$ cat src/rtl/calc1_pkg.sv
// Shared types for the calc1 ALU path: command/state encodings, request and
// result structs, and the combinational execute function.
package calc1_pkg;

  localparam int NUM_PORTS = 4;
  localparam int ID_W      = $clog2(NUM_PORTS);
  localparam int CMD_W     = 4;
  localparam int DATA_W    = 32;

  localparam logic [CMD_W-1:0] CMD_ADD = 4'b0001;
  localparam logic [CMD_W-1:0] CMD_SUB = 4'b0010;
  localparam logic [CMD_W-1:0] CMD_SHL = 4'b0101;
  localparam logic [CMD_W-1:0] CMD_SHR = 4'b0110;

  typedef enum logic [1:0] {
    PORT_IDLE = 2'b00,
    PORT_OP2  = 2'b01,
    PORT_PEND = 2'b10
  } port_state_e;

  // Response classes as seen by the output stage.
  typedef enum logic [1:0] {
    RESP_NONE = 2'b00,
    RESP_OK   = 2'b01,
    RESP_OVF  = 2'b10,
    RESP_ERR  = 2'b11
  } resp_e;

  typedef struct packed {
    logic [CMD_W-1:0]  cmd;
    logic [DATA_W-1:0] op1;
    logic [DATA_W-1:0] op2;
  } port_req_t;

  typedef struct packed {
    logic              ovf;
    logic              err;
    logic [DATA_W-1:0] data;
  } exec_res_t;

  function automatic exec_res_t alu_exec(port_req_t r);
    logic [DATA_W:0] sum;
    alu_exec = '0;
    sum      = {1'b0, r.op1} + {1'b0, r.op2};
    case (r.cmd)
      CMD_ADD: if (sum[DATA_W]) begin
                 alu_exec.ovf = 1'b1;
                 alu_exec.err = 1'b1;
               end else alu_exec.data = sum[DATA_W-1:0];
      CMD_SUB: if (r.op2 > r.op1) begin
                 alu_exec.ovf = 1'b1;
                 alu_exec.err = 1'b1;
               end else alu_exec.data = r.op1 - r.op2;
      CMD_SHL: alu_exec.data = r.op1 << r.op2[4:0];
      CMD_SHR: alu_exec.data = r.op1 >> r.op2[4:0];
      default: alu_exec.err = 1'b1;
    endcase
  endfunction

endpackage

$ cat src/rtl/alu_issue_stage_if.sv
// Requester ports and result bus of the calc1 issue stage.
interface alu_issue_stage_if;
  logic [0:3]  req1_cmd_in,  req2_cmd_in,  req3_cmd_in,  req4_cmd_in;
  logic [0:31] req1_data_in, req2_data_in, req3_data_in, req4_data_in;
  logic        req1_busy,    req2_busy,    req3_busy,    req4_busy;
  logic [0:63] alu_result;
  logic        alu_overflow;
  logic        local_error_found;
  logic [1:0]  prio_alu_out_req_id;
  logic        prio_alu_out_vld;

  modport master (
    output req1_cmd_in, req2_cmd_in, req3_cmd_in, req4_cmd_in,
    output req1_data_in, req2_data_in, req3_data_in, req4_data_in,
    input  req1_busy, req2_busy, req3_busy, req4_busy,
    input  alu_result, alu_overflow, local_error_found,
    input  prio_alu_out_req_id, prio_alu_out_vld
  );

  modport slave (
    input  req1_cmd_in, req2_cmd_in, req3_cmd_in, req4_cmd_in,
    input  req1_data_in, req2_data_in, req3_data_in, req4_data_in,
    output req1_busy, req2_busy, req3_busy, req4_busy,
    output alu_result, alu_overflow, local_error_found,
    output prio_alu_out_req_id, prio_alu_out_vld
  );
endinterface

$ cat src/rtl/alu_port_capture.sv
// One requester port: captures cmd+op1 then op2, and holds the command until granted.
module alu_port_capture
  import calc1_pkg::*;
(
  input  logic              clk,
  input  logic              rst_n,
  input  logic [CMD_W-1:0]  cmd,
  input  logic [DATA_W-1:0] data,
  input  logic              grant,
  output logic              pend,
  output logic              busy,
  output port_req_t         req
);

  port_state_e state, state_nxt;
  logic        gnt_q;
  logic        capture;

  // gnt_q keeps the port busy while its result sits on the output bus.
  always_comb begin
    state_nxt = state;
    capture   = 1'b0;
    case (state)
      PORT_IDLE: if (cmd != '0 && !gnt_q) begin
                   capture   = 1'b1;
                   state_nxt = PORT_OP2;
                 end
      PORT_OP2:  state_nxt = PORT_PEND;
      PORT_PEND: if (grant) state_nxt = PORT_IDLE;
      default:   state_nxt = PORT_IDLE;
    endcase
  end

  always_ff @(posedge clk or negedge rst_n) begin
    if (!rst_n) begin
      state <= PORT_IDLE;
      gnt_q <= 1'b0;
      req   <= '0;
    end else begin
      state <= state_nxt;
      gnt_q <= grant;
      if (capture) begin
        req.cmd <= cmd;
        req.op1 <= data;
      end
      if (state == PORT_OP2) req.op2 <= data;
    end
  end

  assign pend = (state == PORT_PEND);
  assign busy = (state != PORT_IDLE) || gnt_q;

endmodule

$ cat src/rtl/alu_issue_stage.sv
// calc1 ALU front end: four capture ports, round-robin grant, execute and
// registered result bus toward the output stage.
module alu_issue_stage
  import calc1_pkg::*;
#(
  parameter int RR_RESET_PTR = 0
) (
  input  logic               c_clk,
  input  logic               reset,
  alu_issue_stage_if.slave   bus
);

  logic [NUM_PORTS-1:0][CMD_W-1:0]  cmd;
  logic [NUM_PORTS-1:0][DATA_W-1:0] data;
  logic [NUM_PORTS-1:0]             pend, busy, grant;
  port_req_t                        req [NUM_PORTS];

  logic [ID_W-1:0] rr_ptr, gnt_idx;
  logic            gnt_any;
  exec_res_t       res;

  logic [63:0]     result_q;
  logic            ovf_q, err_q, vld_q;
  logic [ID_W-1:0] id_q;

  assign cmd[0]  = bus.req1_cmd_in;   assign data[0] = bus.req1_data_in;
  assign cmd[1]  = bus.req2_cmd_in;   assign data[1] = bus.req2_data_in;
  assign cmd[2]  = bus.req3_cmd_in;   assign data[2] = bus.req3_data_in;
  assign cmd[3]  = bus.req4_cmd_in;   assign data[3] = bus.req4_data_in;
  assign bus.req1_busy = busy[0];
  assign bus.req2_busy = busy[1];
  assign bus.req3_busy = busy[2];
  assign bus.req4_busy = busy[3];

  for (genvar g = 0; g < NUM_PORTS; g++) begin : g_port
    alu_port_capture u_port (
      .clk   (c_clk),
      .rst_n (reset),
      .cmd   (cmd[g]),
      .data  (data[g]),
      .grant (grant[g]),
      .pend  (pend[g]),
      .busy  (busy[g]),
      .req   (req[g])
    );
  end

  // First PEND port found walking upward from rr_ptr, wrapping.
  always_comb begin
    gnt_any = 1'b0;
    gnt_idx = rr_ptr;
    for (int i = 0; i < NUM_PORTS; i++) begin
      if (!gnt_any && pend[rr_ptr + ID_W'(i)]) begin
        gnt_any = 1'b1;
        gnt_idx = rr_ptr + ID_W'(i);
      end
    end
    grant = '0;
    if (gnt_any) grant[gnt_idx] = 1'b1;
  end

  assign res = alu_exec(req[gnt_idx]);

  always_ff @(posedge c_clk or negedge reset) begin
    if (!reset) begin
      rr_ptr   <= ID_W'(RR_RESET_PTR);
      result_q <= '0;
      ovf_q    <= 1'b0;
      err_q    <= 1'b0;
      vld_q    <= 1'b0;
      id_q     <= '0;
    end else begin
      if (gnt_any) rr_ptr <= gnt_idx + 1'b1;
      vld_q    <= gnt_any;
      id_q     <= gnt_any ? gnt_idx : '0;
      ovf_q    <= gnt_any & res.ovf;
      err_q    <= gnt_any & res.err;
      result_q <= gnt_any ? {31'b0, res.err, res.data} : '0;
    end
  end

  assign bus.alu_result          = result_q;
  assign bus.alu_overflow        = ovf_q;
  assign bus.local_error_found   = err_q;
  assign bus.prio_alu_out_req_id = id_q;
  assign bus.prio_alu_out_vld    = vld_q;

endmodule

$ cat src/flat_wrapper.sv
// flat-port wrapper written by rule: the top's interface ports become plain ports
module alu_issue_stage_flat import calc1_pkg::*;
#(
  parameter int RR_RESET_PTR = 0
)
  (c_clk, reset, bus_req1_cmd_in, bus_req2_cmd_in, bus_req3_cmd_in, bus_req4_cmd_in, bus_req1_data_in, bus_req2_data_in, bus_req3_data_in, bus_req4_data_in, bus_req1_busy, bus_req2_busy, bus_req3_busy, bus_req4_busy, bus_alu_result, bus_alu_overflow, bus_local_error_found, bus_prio_alu_out_req_id, bus_prio_alu_out_vld);
  alu_issue_stage_if bus_i ();
  input  logic c_clk;
  input  logic reset;
  input wire logic [$bits(bus_i.req1_cmd_in)-1:0] bus_req1_cmd_in;
  input wire logic [$bits(bus_i.req2_cmd_in)-1:0] bus_req2_cmd_in;
  input wire logic [$bits(bus_i.req3_cmd_in)-1:0] bus_req3_cmd_in;
  input wire logic [$bits(bus_i.req4_cmd_in)-1:0] bus_req4_cmd_in;
  input wire logic [$bits(bus_i.req1_data_in)-1:0] bus_req1_data_in;
  input wire logic [$bits(bus_i.req2_data_in)-1:0] bus_req2_data_in;
  input wire logic [$bits(bus_i.req3_data_in)-1:0] bus_req3_data_in;
  input wire logic [$bits(bus_i.req4_data_in)-1:0] bus_req4_data_in;
  output wire logic [$bits(bus_i.req1_busy)-1:0] bus_req1_busy;
  output wire logic [$bits(bus_i.req2_busy)-1:0] bus_req2_busy;
  output wire logic [$bits(bus_i.req3_busy)-1:0] bus_req3_busy;
  output wire logic [$bits(bus_i.req4_busy)-1:0] bus_req4_busy;
  output wire logic [$bits(bus_i.alu_result)-1:0] bus_alu_result;
  output wire logic [$bits(bus_i.alu_overflow)-1:0] bus_alu_overflow;
  output wire logic [$bits(bus_i.local_error_found)-1:0] bus_local_error_found;
  output wire logic [$bits(bus_i.prio_alu_out_req_id)-1:0] bus_prio_alu_out_req_id;
  output wire logic [$bits(bus_i.prio_alu_out_vld)-1:0] bus_prio_alu_out_vld;
  assign bus_i.req1_cmd_in = bus_req1_cmd_in;
  assign bus_i.req2_cmd_in = bus_req2_cmd_in;
  assign bus_i.req3_cmd_in = bus_req3_cmd_in;
  assign bus_i.req4_cmd_in = bus_req4_cmd_in;
  assign bus_i.req1_data_in = bus_req1_data_in;
  assign bus_i.req2_data_in = bus_req2_data_in;
  assign bus_i.req3_data_in = bus_req3_data_in;
  assign bus_i.req4_data_in = bus_req4_data_in;
  assign bus_req1_busy = bus_i.req1_busy;
  assign bus_req2_busy = bus_i.req2_busy;
  assign bus_req3_busy = bus_i.req3_busy;
  assign bus_req4_busy = bus_i.req4_busy;
  assign bus_alu_result = bus_i.alu_result;
  assign bus_alu_overflow = bus_i.alu_overflow;
  assign bus_local_error_found = bus_i.local_error_found;
  assign bus_prio_alu_out_req_id = bus_i.prio_alu_out_req_id;
  assign bus_prio_alu_out_vld = bus_i.prio_alu_out_vld;
  alu_issue_stage #(.RR_RESET_PTR(RR_RESET_PTR)) u_core (.c_clk(c_clk), .reset(reset), .bus(bus_i));
endmodule
$ cat config.mk
export PLATFORM = sky130hd
export DESIGN_NAME = alu_issue_stage_flat
export DESIGN_NICKNAME = d
export VERILOG_FILES = /design/src/rtl/calc1_pkg.sv /design/src/rtl/alu_issue_stage_if.sv /design/src/rtl/alu_port_capture.sv /design/src/rtl/alu_issue_stage.sv /design/src/flat_wrapper.sv
export SDC_FILE = /design/constraint.sdc
export NUM_CORES = 1
export LEC_CHECK = 0
export ABC_AREA = 1
export BUFFER_PORTS_ARGS = -buffer_cell sky130_fd_sc_hd__buf_2
export CAP_MARGIN = 15
export CELL_PAD_IN_SITES_DETAIL_PLACEMENT = 1
export CELL_PAD_IN_SITES_GLOBAL_PLACEMENT = 2
export CORE_MARGIN = 1.5
export CORE_UTILIZATION = 30
export CTS_BUF_LIST = sky130_fd_sc_hd__clkbuf_4 sky130_fd_sc_hd__clkbuf_8 sky130_fd_sc_hd__clkbuf_16
export CTS_CLUSTER_SIZE = 25
export DETAILED_ROUTE_END_ITERATION = 10
export GPL_TIMING_DRIVEN = 0
export PLACE_DENSITY = 0.8
export SLEW_MARGIN = 40
export SYNTH_ARGS = -nofsm -noshare
export SYNTH_HDL_FRONTEND = slang
export SYNTH_SLANG_ARGS = --single-unit
$ cat constraint.sdc
create_clock -name c_clk -period 4.9 [get_ports c_clk]
set_input_delay 0.49 -clock c_clk [delete_from_list [all_inputs] [get_ports c_clk]]
set_output_delay 0.49 -clock c_clk [all_outputs]
set_load 0.02 [all_outputs]
Word level (Yosys, flattened, before mapping)
Index checks and enable logic that the tools add are counted.
{ "word_totals": {"reg_bits": 355, "input_bits": 146, "out_inout_bits": 73, "wordCells": 151} }
{ "classes": {"add_sub_neg": 6, "magnitude_cmp": 8, "eq_ne": 20, "shifts": 2, "n_mux": 50, "bitwise_logic": 3, "reduce_logical": 36} }
{ "ops": {"columns": ["cell", "n"], "rows": [
  ["$bmux 68 s2", 1],
  ["$mux 68", 2],
  ["$pmux 32 s4", 1],
  ["$mux 32", 2],
  ["$add 32x32->33", 1],
  ["$mux 33", 1],
  ["$gt 32x32->1", 1],
  ["$shl 32x5->32", 1],
  ["$shr 32x5->32", 1],
  ["$sub 32x32->32", 1],
  ["$mux 2", 14],
  ["$pmux 2 s3", 4],
  ["$mux 1", 17],
  ["$reduce_bool 4->1", 4],
  ["$lt 2x3->1 const B", 5],
  ["$bmux 1 s2", 4],
  ["$eq 2x1->1 const B", 4],
  ["$eq 2x2->1 const B", 4],
  ["$eq 4x3->1 const B", 2],
  ["$logic_and 1x1->1", 8],
  ["$logic_not 2->1", 4],
  ["$ne 2x1->1 const B", 4],
  ["$ne 2x2->1 const B", 4],
  ["$reduce_and 2->1", 4],
  ["16 further kinds", 31]
]} }

Longest topological paths before layout
Gate-level depths: netlist of run 1.
{ "logic_depth": {"depth_word": 21, "mapped_depth": 41, "ltp_nobuf": 36} }

Modules after synthesis
A second synthesis of run 1 with hierarchy kept.
{ "hier_totals": {"cells_unflattened": 3570, "hier_area_um2": 23915.4} }
{ "by_module_without_submodules": {"columns": ["module", "n_inst", "cells_each", "area_each_um2", "seq_area_each_um2"], "rows": [
  ["alu_issue_stage", 1, 2334, 12389.4, 975.9],
  ["alu_port_capture", 4, 309, 2881.5, 1776.7]
]} }

Worst setup path before layout of run 1
No wires, ideal clock.
{ "synth_path": {"path_kind": "flip-flop to flip-flop", "from": "register u_core.rr_ptr[0]", "to": "register u_core.result_q[18], in the netlist u_core.bus.alu_result[45]", "setup_time_ns": 0.132, "arrival_time_ns": 4.778, "t_required_ns": 4.768, "slack_ns": -0.010, "path_stages_with_launch": 37, "path_buffers": 9, "synth_period_minus_slack_ns": 4.910, "path_cell_list": "dfrtp_1 buf_6 inv_6 nand2_1 nand2_1 nand3_2 nand2_4 nand4_2 nand2_4 nand2_4 buf_8 buf_8 buf_8 buf_8 buf_2 clkbuf_1 or2_2 a32oi_1 inv_1 ha_1 clkbuf_1 inv_1 a21oi_1 o21ai_0 a21oi_1 a21boi_0 nand2_1 a21o_1 a21oi_1 nor2_2 inv_2 buf_2 nor2_1 a21oi_1 nand2_1 nor2_1 nor2_1"} }
{ "synth_via": {"elab_chain_len": 20, "word_cells_on_any_way": 41, "classes_between": "add/sub (5); order compare (1); eq/ne (4); shift (2); mux (22); bitwise (1); reduce/logical (6)"} }
{ "synth_rtl": {"columns": ["item", "line_no", "rtl"], "rows": [
  ["start: declaration", "alu_issue_stage.sv:18", "logic [ID_W-1:0] rr_ptr, gnt_idx;"],
  ["start signal: assignment", "alu_issue_stage.sv:66", "rr_ptr <= ID_W'(RR_RESET_PTR);"],
  ["start signal: assignment", "alu_issue_stage.sv:73", "if (gnt_any) rr_ptr <= gnt_idx + 1'b1;"],
  ["branches (longest 19 deep; another with $add 2x1->2)", null, null],
  ["$mux 33 *", "alu_issue_stage.sv:78", "result_q <= gnt_any ? {31'b0, res.err, res.data} : '0;"],
  ["end signal: assignment", "alu_issue_stage.sv:78", null],
  ["end: declaration", "alu_issue_stage.sv:22", "logic [63:0] result_q;"]
]} }
Every way passes the cells marked *. The select of a mux whose other input is x is not followed.
A chain may end at the register's enable or synchronous reset.

Worst setup path after layout of run 1
{ "layout_path": {"from": "register u_core.rr_ptr[0]", "to": "register u_core.result_q[6], in the netlist u_core.bus.alu_result[57]"} }
Same word-level chain as after synthesis.

==> impl_metrics.yaml, run 1 <==
die:
  initial_core_util: 0.303
  coreArea_um2: 74400
  core.rowCount: 100
  floorplan.die.width_um: 277
  die_height_um: 277
  floorplan.io_pins: 219
  die_area_um2: 76900
run_status:
  violations_in_the_final_reports: "negative setup slack"
  status: "complete, but fails checks"
synth:
  synth.area.mux_share: 0
  ys_ff_latch: 323
  synth_enable_flop_cells: 0
  syn_avg_cell_area_um2: 6.88
  synth-simple-area-share: 0.329
  dominant_combinational_cell_family_by_area_after_synthesis: "simple AND/OR/NAND/NOR gates"
  synth_cell_type_count: 54
  number_of_warnings_printed_during_yosys_synthesis: 0
  synth_area_leaders: "sky130_fd_sc_hd__dfrtp_1, sky130_fd_sc_hd__nand2_1, sky130_fd_sc_hd__o21ai_0, sky130_fd_sc_hd__nand3_1, sky130_fd_sc_hd__inv_1"
  share_of_synthesized_registers_carrying_an_async_set_or_reset: 1.00
  synth-adder-area-share: 0.0406
  synth_top_area_frac: 0.358
  synth_compound_gate_area_share: 0.134
  synth_area_um2: 22600
  ys.flop_type: "sky130_fd_sc_hd__dfrtp_1"
  synth_xor_area_frac: 0.0163
  yosys.area.top_type: "sky130_fd_sc_hd__dfrtp_1"
  syn_inst: 3284
  synth_seq_area_share: 0.358
setup_path:
  worst_r2r_startpoint: "u_core.rr_ptr[0]"
  worst-r2r-cell-count: 35
  critical_path.max_stage_delay_ns: 0.34
  crit_path_top_delay_cell: "sky130_fd_sc_hd__dfrtp_1"
  critPathLaunchType: "register"
  cp-end-kind: "register"
  timing.reg2reg.setup_slack_ns: -0.37
  r2r-end: "u_core.bus.alu_result[57]"
  crit_path_frequent_cell: "sky130_fd_sc_hd__buf_12"
  cp_data_required_time_ns: 5.37
  path_max_fanout: 10
  worst-setup-path-type: "reg2reg"
  critical_path_arrival_ns: 5.74
cells_and_area:
  fin_area_um2: 29600
  layoutNonFillerInstCount: 4653
  layout_cells_sized_above_1: 0.262
  flow.area_growth_from_synthesis_pct: 31.1
  final-seq-area_um2: 8080
  num_antenna_cells: 0
  area_taken_by_multi_input_logic_gates_um2: 13700
  layout.filler_cells: 9275
  fin_nets: 3878
timing:
  unrepaired_setup_endpoints_after_global_routing: "true"
  fmaxAchievable_mhz: 190
  report.final.slew_viol_count: 0
  worst_slew_margin_rel: 0.465
  hold_slack_ns: 0.166
  fin_ws_ns: -0.371
  final.period_utilization: 1.08
  final.min_clock_period_ns: 5.27
  final_number_of_hold_violating_endpoints: 0
  worst-slew-pin-transition_ns: 0.803
  finalSetupViolCount: 32
  timing.clock.skew_ns: 0.0201
clocking:
  cts_root_buf: "sky130_fd_sc_hd__clkbuf_16"
  clock_tree.htree_level_count: 2
  cts_max_path_buffers: 3
  tritoncts_num_sinks: 323
  clk_latency_ns: 0.59
  clk_pin_slew_worst_paths_ns: 0.07
  cts_made_buffers: 39
  cts_tree: "built"
global_route:
  grt.overflow.total: 0
  antenna_found_initial: 0
  grt_pass1_vias: 24100
  grt_max_degree: 68
  globalRouteTotalUtil: 0.283
  first_pass_grt_wire_length_um: 161000
min_path:
  min-delay-path-class: "in2reg"
  min_path_cells: 3
  worst_hold_startpoint: "bus_req2_data_in[10]"
  holdPathEnd: "u_core.g_port[1].u_port.req[42]"
placement:
  port_buffers: 187
  rd_place_congestion: 0.981
  detailedPlacementHpwl_um: 88100
  dpl.cell_count: 4475
  worst_slack_after_detailed_placement_ns: -2.91
  placed_area_um2: 25000
routing:
  postRouteAntennaNets: 0
  drtIter0Drc: 1798
  drt-pass1-iter-count: 7
  route.detailed.drc: 0
  vias_per_cell: 5.14
  vias: 23900
  route.final.wire_length_um: 112000
  drt-wirelength-per-cell_um: 24.2
run:
  max-cap-violations: 0
cell type report:
| class | count | area share |
|---|---|---|
| Multi-Input combinational cell | 2380 | 0.464 |
| Sequential cell | 323 | 0.273 |
| Timing Repair Buffer | 330 | 0.0762 |
| Inverter | 398 | 0.0517 |
| Buffer | 188 | 0.0508 |
| Tap cell | 969 | 0.0410 |
| Clock buffer | 53 | 0.0378 |
| Clock inverter | 12 | 0.00596 |
kinds of logic after synthesis:
logic type                 Yosys count
and+or+nand+nor                   1682
buffers and inverters              611
AOI/OAI and AO/OA                  553
DFF                                323
adders and majority gates           72
xor gates and xnor gates            42
other                                1
cell usage after synthesis (3+ instances only):
cell type	count
sky130_fd_sc_hd__a21boi_0	4
sky130_fd_sc_hd__a21o_1	9
sky130_fd_sc_hd__a21oi_1	102
sky130_fd_sc_hd__a22oi_1	3
sky130_fd_sc_hd__a31oi_1	4
sky130_fd_sc_hd__a32oi_1	27
sky130_fd_sc_hd__and2_1	6
sky130_fd_sc_hd__buf_1	11
sky130_fd_sc_hd__buf_2	39
sky130_fd_sc_hd__buf_4	45
sky130_fd_sc_hd__buf_6	16
sky130_fd_sc_hd__buf_8	10
sky130_fd_sc_hd__clkbuf_1	91
sky130_fd_sc_hd__dfrtp_1	323
sky130_fd_sc_hd__ha_1	70
sky130_fd_sc_hd__inv_1	382
sky130_fd_sc_hd__inv_2	13
sky130_fd_sc_hd__nand2_1	894
sky130_fd_sc_hd__nand2_2	30
sky130_fd_sc_hd__nand2_4	7
sky130_fd_sc_hd__nand3_1	336
sky130_fd_sc_hd__nand3_2	30
sky130_fd_sc_hd__nand3b_1	7
sky130_fd_sc_hd__nand4_1	24
sky130_fd_sc_hd__nor2_1	253
sky130_fd_sc_hd__nor2_2	3
sky130_fd_sc_hd__nor2_4	5
sky130_fd_sc_hd__nor3_1	7
sky130_fd_sc_hd__nor4_1	9
sky130_fd_sc_hd__o211ai_1	9
sky130_fd_sc_hd__o21ai_0	343
sky130_fd_sc_hd__o21ai_1	33
sky130_fd_sc_hd__o21ai_2	5
sky130_fd_sc_hd__o21bai_1	4
sky130_fd_sc_hd__or2_1	4
sky130_fd_sc_hd__or2_2	63
sky130_fd_sc_hd__xor2_1	42
metal layers:
metal	wire (um)	part of all wire	track usage
met5	0	0	0
met1	48300	0.43	0.367
met2	52800	0.47	0.470
met4	5700	0.051	0.131
met3	5640	0.050	0.0319
stage by stage:
step,TNS [ns],utilization
2_1_floorplan,0,-
3_5_place_dp,-88.55,0.336
5_1_grt,-14.97,0.398
3_3_place_gp,-1152.42,0.334
6_report,-8.43,0.398
4_1_cts,-11.42,0.379
placed cells by master, fill, tap and decap left out, types with 25 or more instances in the layout:
| cell | n |
|---|---|
| sky130_fd_sc_hd__nand2_1 | 848 |
| sky130_fd_sc_hd__inv_1 | 345 |
| sky130_fd_sc_hd__o21ai_0 | 324 |
| sky130_fd_sc_hd__dfrtp_1 | 322 |
| sky130_fd_sc_hd__nand3_1 | 311 |
| sky130_fd_sc_hd__nor2_1 | 215 |
| sky130_fd_sc_hd__buf_2 | 208 |
| sky130_fd_sc_hd__buf_4 | 167 |
| sky130_fd_sc_hd__a21oi_1 | 67 |
| sky130_fd_sc_hd__clkbuf_1 | 58 |
| sky130_fd_sc_hd__or2_2 | 57 |
| sky130_fd_sc_hd__nand2_2 | 56 |
| sky130_fd_sc_hd__nand3_2 | 45 |
| sky130_fd_sc_hd__clkbuf_16 | 43 |
| sky130_fd_sc_hd__inv_2 | 42 |
| sky130_fd_sc_hd__ha_1 | 42 |
| sky130_fd_sc_hd__xor2_1 | 40 |
| sky130_fd_sc_hd__o21ai_1 | 32 |
| sky130_fd_sc_hd__nor2_2 | 32 |
| sky130_fd_sc_hd__conb_1 | 31 |
| sky130_fd_sc_hd__buf_6 | 27 |
| sky130_fd_sc_hd__nand2_4 | 25 |
worst max-delay path, delay by kind of cell, from the launching register on:
| kind | cells | cell delay, ns |
|---|---|---|
| AO/OA/AOI/OAI | 9 | 1.47 |
| AND/OR/NAND/NOR | 12 | 1.34 |
| flip-flops | 1 | 0.34 |
| adder cells (fa/ha/maj) | 1 | 0.34 |
| buffers and inverters | 13 | 1.62 |
worst max-delay path by stage:
stage	startpoint	cells past startpoint	end	slack, ns
6_report	u_core.rr_ptr[0]	35	u_core.bus.alu_result[57]	-0.37
5_1_grt	u_core.rr_ptr[0]	33	u_core.bus.alu_result[38]	-0.58
4_1_cts	u_core.rr_ptr[0]	38	u_core.bus.alu_result[38]	-0.47
3_5_place_dp	u_core.rr_ptr[0]	34	u_core.bus.alu_result[34]	-2.91
3_3_place_gp	reset	1	u_core.g_port[2].u_port.req[41]	-3.37
2_1_floorplan	u_core.rr_ptr[0]	39	u_core.bus.alu_result[45]	0.04
repair_timing:
action | in CTS | in global routing
gates resized for setup | 338 | 209
endpoints found under the hold margin | 60 | 0
hold buffers | 1 | 0
setup buffers | 73 | 64
endpoints found under the setup margin | 34 | 34
pin swaps | 62 | 104
gates cloned | 2 | 4
state kept, by name, summed over array words and instances, names as in the netlist:
register	flops
u_core.g_port.u_port.gnt_q	4
u_core.bus.alu_result	33
u_core.bus.prio_alu_out_req_id	2
u_core.bus.alu_overflow	1
u_core.g_port.u_port.state	8
u_core.g_port.u_port.req	272
u_core.bus.prio_alu_out_vld	1
u_core.rr_ptr	2
Power of run 1 is not shown: default switching activity piles up to over one toggle a cycle in this logic, so the estimate is an artifact.
==> run 2, diff against run 1 <==
BUFFER_PORTS_ARGS = unset   (was -buffer_cell sky130_fd_sc_hd__buf_2)
CTS_CLUSTER_DIAMETER = 150   (was unset)
DONT_BUFFER_PORTS = 1   (was unset)
PLACE_DENSITY = 0.75   (was 0.8)
==> impl_metrics.yaml, run 2 (synthesis results as in run 1) <==
clocking:
  cts_tree: "built"
  clk_pin_slew_worst_paths_ns: 0.11
  cts_made_buffers: 19
  clk_latency_ns: 0.59
  tritoncts_num_sinks: 323
  cts_root_buf: "sky130_fd_sc_hd__clkbuf_16"
  clock_tree.htree_level_count: 1
  cts_max_path_buffers: 3
routing:
  postRouteAntennaNets: 0
  route.final.wire_length_um: 112000
  drt-wirelength-per-cell_um: 25.4
  vias: 23100
  vias_per_cell: 5.23
  drtIter0Drc: 1823
  route.detailed.drc: 0
  drt-pass1-iter-count: 5
timing:
  final_number_of_hold_violating_endpoints: 323
  fin_ws_ns: -0.533
  final.min_clock_period_ns: 5.43
  worst-slew-pin-transition_ns: 1.47
  final.period_utilization: 1.11
  timing.clock.skew_ns: 0.0538
  unrepaired_setup_endpoints_after_global_routing: "true"
  report.final.slew_viol_count: 0
  finalSetupViolCount: 32
  worst_slew_margin_rel: 0.0187
  fmaxAchievable_mhz: 184
  hold_slack_ns: -0.381
setup_path:
  cp-end-kind: "register"
  critical_path.max_stage_delay_ns: 0.39
  critical_path_arrival_ns: 5.93
  path_max_fanout: 10
  cp_data_required_time_ns: 5.39
  critPathLaunchType: "register"
  crit_path_frequent_cell: "sky130_fd_sc_hd__buf_12"
  crit_path_top_delay_cell: "sky130_fd_sc_hd__dfrtp_1"
  worst-setup-path-type: "reg2reg"
placement:
  placed_area_um2: 23900
  port_buffers: 0
  worst_slack_after_detailed_placement_ns: -3.04
  rd_place_congestion: 1.02
  detailedPlacementHpwl_um: 86900
global_route:
  grt_pass1_vias: 23600
  antenna_found_initial: 3
  first_pass_grt_wire_length_um: 162000
  grt_max_degree: 324
  globalRouteTotalUtil: 0.283
  grt.overflow.total: 0
cells_and_area:
  layout.cells.most_common_list: "sky130_fd_sc_hd__nand2_1, sky130_fd_sc_hd__inv_1, sky130_fd_sc_hd__o21ai_0"
  mostFrequentLayoutCell: "sky130_fd_sc_hd__nand2_1"
  flow.area_growth_from_synthesis_pct: 24.1
  area_taken_by_multi_input_logic_gates_um2: 13900
  regMostFlops: "u_core.g_port.u_port.req"
  fin_util: 0.376
  largest_register_ff_count: 272
  layout_cells_sized_above_1: 0.218
  num_antenna_cells: 0
  layout.filler_cells: 9216
  fin_area_um2: 28000
  fin_nets: 3672
  final-seq-area_um2: 8080
die:
  die_height_um: 277
  core.rowCount: 100
  initial_core_util: 0.303
  die_area_um2: 76900
  coreArea_um2: 74400
  floorplan.die.width_um: 277
  floorplan.io_pins: 219
run_status:
  status: "complete, but fails checks"
  violations_in_the_final_reports: "negative hold slack, negative setup slack"
run:
  max-cap-violations: 0
min_path:
  min-delay-path-class: "in2async"
run 2: changes by cell type in the layout (fill, tap and decap cells not counted), sizes merged:
cell | before | now
bufinv | 2 | 0
dlygate4sd3 | 1 | 0
inv | 397 | 399
bufbuf | 0 | 1
buf | 446 | 258
clkbuf | 124 | 91
clkinv | 9 | 3
nand2 | 931 | 932
clkinvlp | 2 | 0
run 2: cell type report:
| type | instances | share of cell area |
|---|---|---|
| plain buffers | 187 | 0.0539 |
| clock buffers | 19 | 0.0170 |
| clock inverters | 4 | 0.00308 |
| inverters | 398 | 0.0548 |
| multi-input cells | 2381 | 0.494 |
| flip-flops and latches | 323 | 0.288 |
| well taps | 969 | 0.0433 |
| repair buffers | 144 | 0.0450 |
run 2: stage by stage:
stage          setup TNS (ns)  hold WS, ns  instances
2_1_floorplan               0        0.194       3314
3_3_place_gp           -89.49        0.205       4283
3_5_place_dp           -90.23        0.205       4284
4_1_cts                -13.52       -0.389       4359
5_1_grt                -19.34       -0.395       4425
6_report               -12.88       -0.381       4425
run 2: worst paths after layout:
check                                                start                         endpoint  slack (ns)  cells past startpoint
setup reg to reg                          u_core.rr_ptr[0]        u_core.bus.alu_result[56]       -0.53                     36
hold / removal                                       reset  u_core.g_port[0].u_port.req[66]       -0.38                      0
hold reg to reg            u_core.g_port[3].u_port.req[55]  u_core.g_port[3].u_port.req[55]        0.49                      2
min in group c_clk                    bus_req3_data_in[28]  u_core.g_port[2].u_port.req[28]        0.05                      2
max in group asynchronous                            reset   u_core.g_port[1].u_port.req[6]        4.09                      0
setup / recovery                          u_core.rr_ptr[0]        u_core.bus.alu_result[56]       -0.53                     36
run 2: layer usage:
metal,up-vias,wire length (um),GRT usage
li1,10800,-,-
met1,11600,48600,0.362
met2,615,53900,0.489
met3,182,4850,0.0308
met4,6,4820,0.106
met5,-,41,0
run 2: critical path: cells and delay by family (launching register included):
| kind | cells | cell delay, ns |
|---|---|---|
| buffers and inverters | 16 | 1.99 |
| adder cells (fa/ha/maj) | 1 | 0.28 |
| flip-flops | 1 | 0.39 |
| AO/OA/AOI/OAI | 7 | 1.44 |
| AND/OR/NAND/NOR | 12 | 1.18 |
run 2: what timing repair did:
action                     4_1_cts  5_1_grt
setup endpoints to repair       34       34
resized for setup              379      192
pin swaps                       90      123
hold endpoints to repair       323      323
setup buffers                   74       65
cloned                           3        3
Power of run 2 is left out for the same reason.
==> run 3, diff against run 2 <==
CORE_ASPECT_RATIO = 0.6   (was unset)
==> impl_metrics.yaml, run 3 (synthesis results as in run 1) <==
run_status:
  status: "complete, but fails checks"
  violations_in_the_final_reports: "negative hold slack, negative setup slack"
setup_path:
  worst-r2r-cell-count: 38
  worst_r2r_startpoint: "u_core.rr_ptr[0]"
  timing.reg2reg.setup_slack_ns: -0.39
  cp_data_required_time_ns: 5.34
  critical_path.max_stage_delay_ns: 0.41
  cp-end-kind: "register"
  crit_path_top_delay_cell: "sky130_fd_sc_hd__dfrtp_1"
  critPathLaunchType: "register"
  worst-setup-path-type: "reg2reg"
  r2r-end: "u_core.bus.alu_result[57]"
  path_max_fanout: 8
  critical-path-top-delay-family: "simple AND/OR/NAND/NOR gates"
  cp.buffers_inverters: 13
  critical_path_arrival_ns: 5.73
  crit_path_frequent_cell: "sky130_fd_sc_hd__buf_12"
timing:
  final.period_utilization: 1.08
  fmaxAchievable_mhz: 189
  worst-slew-pin-transition_ns: 1.12
  timing.clock.skew_ns: 0.0462
  setup_total_negative_slack_ns: -9.50
  final_number_of_hold_violating_endpoints: 323
  unrepaired_setup_endpoints_after_global_routing: "true"
  report.final.slew_viol_count: 0
  worst_slew_margin_rel: 0.254
  fin_ws_ns: -0.393
  final.min_clock_period_ns: 5.29
  finalSetupViolCount: 32
  hold_slack_ns: -0.372
cells_and_area:
  layoutNonFillerInstCount: 4477
  mostFrequentLayoutCell: "sky130_fd_sc_hd__nand2_1"
  flow.area_growth_from_synthesis_pct: 26.5
  fin_nets: 3699
  layout_cells_sized_above_1: 0.239
  largest_register_ff_count: 272
  regMostFlops: "u_core.g_port.u_port.req"
  layout.cells.most_common_list: "sky130_fd_sc_hd__nand2_1, sky130_fd_sc_hd__inv_1, sky130_fd_sc_hd__o21ai_0"
placement:
  dpl.cell_count: 4301
  worst_slack_after_detailed_placement_ns: -3.08
  detailedPlacementHpwl_um: 91900
  port_buffers: 0
  rd_place_congestion: 0.988
die:
  core.rowCount: 77
  initial_core_util: 0.305
  die_height_um: 216
  floorplan.io_pins: 219
  die_area_um2: 77000
  floorplan.die.width_um: 357
  coreArea_um2: 74100
routing:
  drt-wirelength-per-cell_um: 26.3
  route.detailed.drc: 0
  postRouteAntennaNets: 0
  drt-pass1-iter-count: 5
  vias: 24100
  drtIter0Drc: 2532
  vias_per_cell: 5.38
  route.final.wire_length_um: 118000
global_route:
  grt_pass1_vias: 23600
  antenna_found_initial: 4
  grt.overflow.total: 0
  globalRouteTotalUtil: 0.300
  first_pass_grt_wire_length_um: 167000
  grt_max_degree: 324
run:
  max-cap-violations: 0
clocking:
  cts_root_buf: "sky130_fd_sc_hd__clkbuf_16"
  clk_pin_slew_worst_paths_ns: 0.10
  cts_made_buffers: 17
  tritoncts_num_sinks: 323
  clk_latency_ns: 0.58
  cts_max_path_buffers: 3
  cts_tree: "built"
  clock_tree.htree_level_count: 1
min_path:
  min-delay-path-class: "in2async"
## run 3: cell types whose count changed in the layout (fill, tap and decap cells not counted), sizes merged
cell,previous run,this run
buf,258,294
clkbuf,91,83
clkinv,3,4
clkinvlp,0,2
diode,0,7
inv,399,396
nand2,932,931
## run 3: stage by stage
stage	utilization	instance area, um^2	hold WS (ns)
2_1_floorplan	-	22700	0.194
3_3_place_gp	0.323	23900	0.210
3_5_place_dp	0.323	23900	0.211
4_1_cts	0.367	27200	-0.410
5_1_grt	0.385	28500	-0.411
6_report	0.386	28600	-0.372
## run 3: cell type report
type / count / area (um^2)
buffer: 189 / 1620
clock inverter: 4 / 42.5
clock buffer: 17 / 425
fill: 9113 / 45500
tap: 987 / 1230
sequential: 323 / 8080
multi-input combinational: 2380 / 14100
antenna: 7 / 17.5
timing repair buffer: 172 / 1500
inverter: 398 / 1540
## run 3: worst max path at each step
stage                     startpoint                        end  slack [ns]  cells past startpoint
finish              u_core.rr_ptr[0]  u_core.bus.alu_result[57]       -0.39                     38
global route        u_core.rr_ptr[0]  u_core.bus.alu_result[32]       -0.53                     34
CTS                 u_core.rr_ptr[0]  u_core.bus.alu_result[57]       -0.38                     38
detailed placement  u_core.rr_ptr[0]  u_core.bus.alu_result[57]       -3.08                     37
global placement    u_core.rr_ptr[1]  u_core.bus.alu_result[57]       -3.15                     34
floorplan           u_core.rr_ptr[0]  u_core.bus.alu_result[45]        0.04                     39
## run 3: timing repair
action	in CTS	in global routing
resized for setup	439	240
endpoints found under the hold margin	323	323
cloned	6	1
pin swaps	97	134
endpoints found under the setup margin	34	34
setup buffers	109	61
## run 3: per-layer routing
layer	part of all wire	wire [um]	vias up	global-route usage
li1	-	-	10800	-
met1	0.48	56600	12200	0.455
met2	0.38	45400	961	0.397
met3	0.12	13600	124	0.113
met4	0.020	2330	4	0.0531
met5	0.00023	27	-	0
## run 3: worst register-to-register path, delay by kind of cell (launching register included)
family          cells  cell delay (ns)
compound gates      9             1.43
fa+ha+maj           1             0.28
buf+inv            13             1.53
flops               1             0.41
simple gates       15             1.53
Power of run 3 is left out for the same reason.
